<file path="config.mk">
export PLATFORM = sky130hd
export DESIGN_NAME = kb_host_tx
export DESIGN_NICKNAME = d
export VERILOG_FILES = /design/src/rtl/kb_host_tx.sv
export SDC_FILE = /design/constraint.sdc
export NUM_CORES = 1
export LEC_CHECK = 0
export BUFFER_PORTS_ARGS = -buffer_cell sky130_fd_sc_hd__buf_2
export CORE_AREA = 3 3 77 79
export DETAILED_ROUTE_END_ITERATION = 7
export DIE_AREA = 0 0 80 82
export PLACE_DENSITY = 0.73
export SYNTH_ARGS = -nofsm -noshare
export SYNTH_HDL_FRONTEND = slang
export SYNTH_SLANG_ARGS = --single-unit
</file>
<file path="constraint.sdc">
create_clock -name clk -period 2.13 [get_ports clk]
set_clock_uncertainty 0.15 [all_clocks]
set_input_delay 0.5325 -clock clk [delete_from_list [all_inputs] [get_ports clk]]
set_output_delay 0.5325 -clock clk [all_outputs]
set_load 0.02 [all_outputs]
</file>
<file path="src/rtl/kb_host_tx.sv">
// PS/2 host-to-device transmitter: inhibit, request-to-send, 8 data bits LSB first,
// odd parity, stop, then device acknowledge, through open-drain pull-low enables.
module kb_host_tx #(
  parameter int SAMPLING_BIT_SIZE = 5,
  parameter int INHIBIT_CYCLES    = 6000,
  parameter int TIMEOUT_BIT_SIZE  = 20
) (
  input  logic       clk,
  input  logic       i_sclr,
  input  logic       i_valid,
  input  logic [7:0] i_dat,
  output logic       o_ready,
  input  logic       i_ps2_clk,
  input  logic       i_ps2_dat,
  output logic       o_ps2_clk_oe,
  output logic       o_ps2_dat_oe,
  output logic       o_busy,
  output logic       o_done,
  output logic       o_err
);

  localparam int INH_W = $clog2(INHIBIT_CYCLES + 1);
  localparam int CNT_W = (TIMEOUT_BIT_SIZE > INH_W) ? TIMEOUT_BIT_SIZE : INH_W;
  localparam logic [CNT_W-1:0] INH_LAST = CNT_W'(INHIBIT_CYCLES - 1);
  // Timeout is registered on the edge where the counter would reach all ones.
  localparam logic [CNT_W-1:0] TO_LAST  = CNT_W'((64'd1 << TIMEOUT_BIT_SIZE) - 64'd2);

  typedef enum logic [2:0] {
    S_IDLE, S_INHIBIT, S_RTS, S_TX, S_ACK, S_WAIT_IDLE
  } state_t;

  logic [SAMPLING_BIT_SIZE-1:0] presc;
  logic [1:0]                   clk_sync, dat_sync;
  logic                         clk_smp, dat_smp, fall_en;
  logic                         tick;

  state_t           state;
  logic [CNT_W-1:0] cnt;
  logic [3:0]       bit_cnt;
  logic [9:0]       shreg;
  logic             ack_ok;
  logic             frame_phase;

  assign tick        = &presc;
  assign frame_phase = (state == S_TX) || (state == S_ACK) || (state == S_WAIT_IDLE);

  // Synchronizers and sampled lines reset to the idle-high bus level so that
  // leaving reset never fakes a falling edge.
  always_ff @(posedge clk) begin
    if (i_sclr) begin
      presc    <= '0;
      clk_sync <= 2'b11;
      dat_sync <= 2'b11;
      clk_smp  <= 1'b1;
      dat_smp  <= 1'b1;
      fall_en  <= 1'b0;
    end else begin
      // NOTE: non-blocking assignments make every register here sample the
      // pre-edge values, so the two synchronizer stages really are two flops.
      presc    <= presc + SAMPLING_BIT_SIZE'(1);
      clk_sync <= {clk_sync[0], i_ps2_clk};
      dat_sync <= {dat_sync[0], i_ps2_dat};
      fall_en  <= tick & clk_smp & ~clk_sync[1];
      if (tick) begin
        clk_smp <= clk_sync[1];
        dat_smp <= dat_sync[1];
      end
    end
  end

  always_ff @(posedge clk) begin
    if (i_sclr) begin
      state        <= S_IDLE;
      cnt          <= '0;
      bit_cnt      <= '0;
      shreg        <= '0;
      ack_ok       <= 1'b0;
      o_ready      <= 1'b1;
      o_busy       <= 1'b0;
      o_ps2_clk_oe <= 1'b0;
      o_ps2_dat_oe <= 1'b0;
      o_done       <= 1'b0;
      o_err        <= 1'b0;
    end else begin
      o_done <= 1'b0;
      o_err  <= 1'b0;
      if (frame_phase && cnt == TO_LAST) begin
        state        <= S_IDLE;
        o_ready      <= 1'b1;
        o_busy       <= 1'b0;
        o_ps2_clk_oe <= 1'b0;
        o_ps2_dat_oe <= 1'b0;
        o_err        <= 1'b1;
      end else begin
        if (frame_phase) cnt <= cnt + CNT_W'(1);
        case (state)
          S_IDLE: begin
            if (i_valid) begin
              shreg        <= {1'b1, ~^i_dat, i_dat};
              cnt          <= '0;
              state        <= S_INHIBIT;
              o_ready      <= 1'b0;
              o_busy       <= 1'b1;
              o_ps2_clk_oe <= 1'b1;
              o_ps2_dat_oe <= 1'b0;
            end
          end
          S_INHIBIT: begin
            if (cnt == INH_LAST) begin
              state        <= S_RTS;
              o_ps2_dat_oe <= 1'b1;
            end else begin
              cnt <= cnt + CNT_W'(1);
            end
          end
          S_RTS: begin
            state        <= S_TX;
            o_ps2_clk_oe <= 1'b0;
            bit_cnt      <= '0;
            cnt          <= '0;
          end
          S_TX: begin
            // Start bit stays on the line until the device's first falling edge.
            if (fall_en) begin
              if (bit_cnt == 4'd10) begin
                state        <= S_ACK;
                o_ps2_dat_oe <= 1'b0;
              end else begin
                o_ps2_dat_oe <= ~shreg[0];
                shreg        <= {1'b0, shreg[9:1]};
                bit_cnt      <= bit_cnt + 4'd1;
              end
            end
          end
          S_ACK: begin
            if (fall_en) begin
              ack_ok <= ~dat_smp;
              state  <= S_WAIT_IDLE;
            end
          end
          S_WAIT_IDLE: begin
            if (clk_smp && dat_smp) begin
              state   <= S_IDLE;
              o_ready <= 1'b1;
              o_busy  <= 1'b0;
              o_done  <= ack_ok;
              o_err   <= ~ack_ok;
            end
          end
          default: begin
            state        <= S_IDLE;
            o_ready      <= 1'b1;
            o_busy       <= 1'b0;
            o_ps2_clk_oe <= 1'b0;
            o_ps2_dat_oe <= 1'b0;
          end
        endcase
      end
    end
  end

endmodule

</file>
== After elaboration in Yosys (flattened, before gate mapping) ==
Index checks and enable logic that the tools add are counted.
Storage, ports and cells
  flip-flop bits (word level): 56
  bits of input ports: 13
  output and inout port bits: 6
  word-level logic and storage cells: 100
Operators by class
  add/subtract/negate cells: 3
  equality and inequality tests: 15
  multiplexer cells: 32
  bitwise logic cells: 12
  reduce and logical (&&, ||, !) cells: 21
Operators by type and width (count)
  20-bit two-way mux: 3
  20-bit case mux with 3 select lines: 1
  10-bit two-way mux: 3
  20-bit by 1-bit adder with 20-bit output, second input constant: 1
  20-bit by 13-bit equality test with 1-bit output, second input constant: 1
  20-bit equality test, second input constant: 1
  10-bit case mux with 2 select lines: 1
  3-bit two-way mux: 6
  3-bit case mux with 6 select lines: 1
  4-bit OR reduction: 3
  1-bit two-way mux: 10
  2-bit != test, second input constant: 5
  1-bit NOT: 10
  5-bit AND reduction: 2
  4-bit two-way mux: 2
  4-bit case mux with 2 select lines: 1
  4-bit AND reduction: 2
  8-bit XNOR reduction: 1
  3-bit by 2-bit equality test with 1-bit output, second input constant: 2
  3-bit equality test, second input constant: 2
  1-bit case mux with 3 select lines: 2
  3-bit AND reduction: 2
  6-bit AND reduction: 1
  5-bit by 1-bit adder with 5-bit output, second input constant: 1
  other kinds (14): 19

== Logic depth before layout (Yosys ltp) ==
  word-level depth: 6
  gate-level depth with buffers: 10
  depth with buffers taken out: 8

== Worst setup path after synthesis ==
No wires, ideal clock.
  path type: register to register
  start point: reg cnt[12]
  end point: reg cnt[16]
  setup time: 0.135 ns
  arrival: 1.949 ns
  required time: 1.845 ns
  path slack: -0.105 ns
  cell stages (with the launch flop): 7
  path buffers: 1
  clock period less this slack: 2.235 ns
  cell sequence: dfxtp_1 -> or4b_1 -> or4_4 -> o41ai_4 -> or2_1 -> buf_6 -> o41ai_1
Between the ends
  word-level cells in the longest chain between the ends: 4
  elaborated cells on any way between the ends: 8
  classes of those cells: 1 x add/sub; 2 x eq/ne; 4 x mux; 1 x reduce/logical
RTL lines
  from (decl): RTL line 38  | logic [CNT_W-1:0] cnt;
  from (signal assigned): RTL line 95  | if (frame_phase) cnt <= cnt + CNT_W'(1);
  from (signal assigned): RTL line 113  | cnt <= cnt + CNT_W'(1);
  20-bit by 1-bit adder with 20-bit output: RTL line 95, 113
  20-bit two-way mux: RTL line 95
  20-bit two-way mux (on tied branches): RTL line 109, 98
  20-bit case mux with 3 select lines: RTL line 96  | case (state)
Parallel ways exist; a longest one is shown, timed or not.
A chain may end at the register's enable or synchronous reset.

== Worst setup path in the final report ==
  start point: reg cnt[7]
  end point: reg cnt[7]
The elaborated chain is that of the path after synthesis.

==> flow_summary.json <==
{
  "fin_nets": 420,
  "fp.dieH_microns": 82,
  "grt_max_degree": 24,
  "status": "complete, but fails checks",
  "fin_crit_sh_pct": 107,
  "utilization_pct": 64.2,
  "syn_avg_cell_area_sq_um": 8.27,
  "p_total_mw": 1.96,
  "violations": "setup timing",
  "drt_iter0_drc": 220,
  "setup_viol": 22,
  "path_cells": "or4b_1, or4_4, o41ai_4, or2_1, buf_6, o31ai_1",
  "hpwlAfterDp_mm": 5.46,
  "max_slew.worst_pin.slew_ns": 0.582,
  "synthesis.nets": 361,
  "clk_pin_slew_worst_paths_ns": 0.10,
  "crit_slowest_cell": "or4b_1",
  "max_clock_freq_mhz": 437,
  "max_stage_delay_ns": 0.50,
  "max-vdd-ir-drop_uv": 330,
  "layout-drive-gt1-share_pct": 23.4,
  "synth-main-ff-cell": "dfxtp_1",
  "cts_root_buf": "clkbuf_8",
  "synth-seq-cells": 56,
  "setup_slack_ns": -0.156,
  "cp-end-kind": "register",
  "cts_tree": "yes",
  "netlist_instances": 342,
  "hold_path_depth": 2,
  "clock-sinks": 56,
  "grt_pass1_vias": 2647,
  "crit_arrival_ns": 2.34,
  "drv_slew": 0,
  "synth_area_leaders": "dfxtp_1, nand2_1, nor2_1",
  "finalHoldViolCount": 0,
  "synth_edf_count": 0,
  "cts_buffers": 5,
  "synth_top_area_share_pct": 39.6,
  "htree_levels": 2,
  "port_buffers": 18,
  "wl_mm": 7.49,
  "crit_path_start_kind": "register",
  "tns_ns": -2.73,
  "die_area_sq_um": 6560,
  "rsz0062_at_grt": "yes",
  "antenna_found_initial": 0,
  "overflow": 0,
  "synth_area_sq_um": 2830,
  "syn2layout_area_growth_pct": 22.7,
  "relSlewSlack_pct": 60.8,
  "required_ns": 2.18,
  "fp.coreArea_sq_um": 5410,
  "crit_fanout": 5,
  "antenna_left": 0,
  "cp_top_family": "simple AND/OR/NAND/NOR gates",
  "firstDrtPassIters": 5,
  "ys_seq_area_share_pct": 39.6,
  "power_leakage_nw": 1.34,
  "grt_pass1_wl_mm": 12.3,
  "start_util_pct": 52.3,
  "maxCapViolations": 0,
  "antenna_cells": 0,
  "yosysWarnings": 0,
  "hp-class": "in -> reg",
  "yosys.area.top_type": "dfxtp_1",
  "layout_min_cycle_time_ns": 2.29,
  "wl_per_cell_microns": 15.8,
  "cp.depth": 6,
  "critPathBufInv": 1,
  "synth_common_cells": "dfxtp_1, nand2_1, nor2_1",
  "power-per-cell-area_nw_per_um2": 564,
  "place_congestion": 0.957,
  "clock_latency_ns": 0.31,
  "vias": 2842,
  "rr_worst_depth": 6,
  "die_w_microns": 80,
  "routed_via_density": 6.00,
  "synth_async_sr_flop_share_pct": 0,
  "crit_type": "reg -> reg",
  "pin_count": 19,
  "synth_most_common_cell": "dfxtp_1",
  "drc": 0,
  "ys_types": 49,
  "rows": 27,
  "grt_usage_pct": 23.7,
  "clockBufferDepth": 2
}
[flip-flops by register name, indices dropped and copies added, names as in the netlist, 2 cells and up]
name / cells
cnt: 20
shreg: 10
presc: 5
bit_cnt: 4
state: 3
clk_sync: 2
dat_sync: 2
[stage by stage]
step | hold slack, ns | setup slack (ns) | instance area (sq um) | std cells
4_1_cts | 0.244 | -0.132 | 3400 | 472
2_1_floorplan | 0.239 | -0.100 | 2830 | 342
5_1_grt | 0.244 | -0.301 | 3470 | 474
3_3_place_gp | 0.252 | -0.103 | 3300 | 464
6_report | 0.248 | -0.156 | 3470 | 474
3_5_place_dp | 0.253 | -0.122 | 3300 | 464
[per-layer routing]
| metal | wire (microns) | vias to the layer above | GRT usage [%] |
|---|---|---|---|
| met5 | 0 | - | 0 |
| met4 | 182 | 0 | 9.46 |
| met3 | 500 | 24 | 4.82 |
| met2 | 3500 | 128 | 40.2 |
| met1 | 3310 | 1316 | 29.5 |
| li1 | - | 1374 | - |
[worst reg2reg max path, delay by kind of cell, from the launching register on]
family | cells | cell delay [ns]
compound gates | 2 | 0.37
flops | 1 | 0.32
simple gates | 3 | 1.20
buf+inv | 1 | 0.14
[layout make-up]
cell class	instances	area (sq um)
Fill cell	469	1940
Multi-Input combinational cell	263	1650
Sequential cell	56	1120
Timing Repair Buffer	67	482
Tap cell	72	90.1
Clock buffer	7	86.3
Inverter	8	30.0
Clock inverter	1	7.51
[final timing paths]
kind	from	to	slack, ns
min reg2reg	clk_sync[0]	clk_sync[1]	0.27
min	i_ps2_clk	clk_sync[0]	0.25
max	cnt[7]	cnt[7]	-0.16
max reg2reg	cnt[7]	cnt[7]	-0.16
[kinds of logic after synthesis]
group / Yosys count / share of synthesized area (%)
adders and majority gates: 6 / 2.65
AOI/OAI and AO/OA: 85 / 21.0
buffers and inverters: 23 / 3.67
muxes: 4 / 1.42
and+or+nand+nor: 157 / 28.2
xor gates and xnor gates: 11 / 3.41
DFF: 56 / 39.6
[timing repair]
item / 4_1_cts / 5_1_grt
setup buffers: 0 / 2
pin swaps: 0 / 4
setup endpoints to repair: 20 / 33
endpoints found under the hold margin: 0 / 0
hold buffers: 0 / 0
gates resized for setup: 4 / 13
[where the power goes]
part | total, mW | internal (mW) | leakage (nW) | switching [mW]
sequential | 1.10 | 1.08 | 0.458 | 0.0207
combinational | 0.247 | 0.106 | 0.839 | 0.141
clock | 0.609 | 0.265 | 0.0445 | 0.344
[cells in the final DEF, fill, tap and decap left out, types with 8 or more instances in the layout]
cell type   n
dfxtp_1    53
nand2_1    37
nand3_1    14
inv_1       8
a311oi_1    9
buf_2      18
nor2_1     37
buf_4      45
a21oi_1    20
o21ai_0    12
Power figures use the tool's default switching activity.
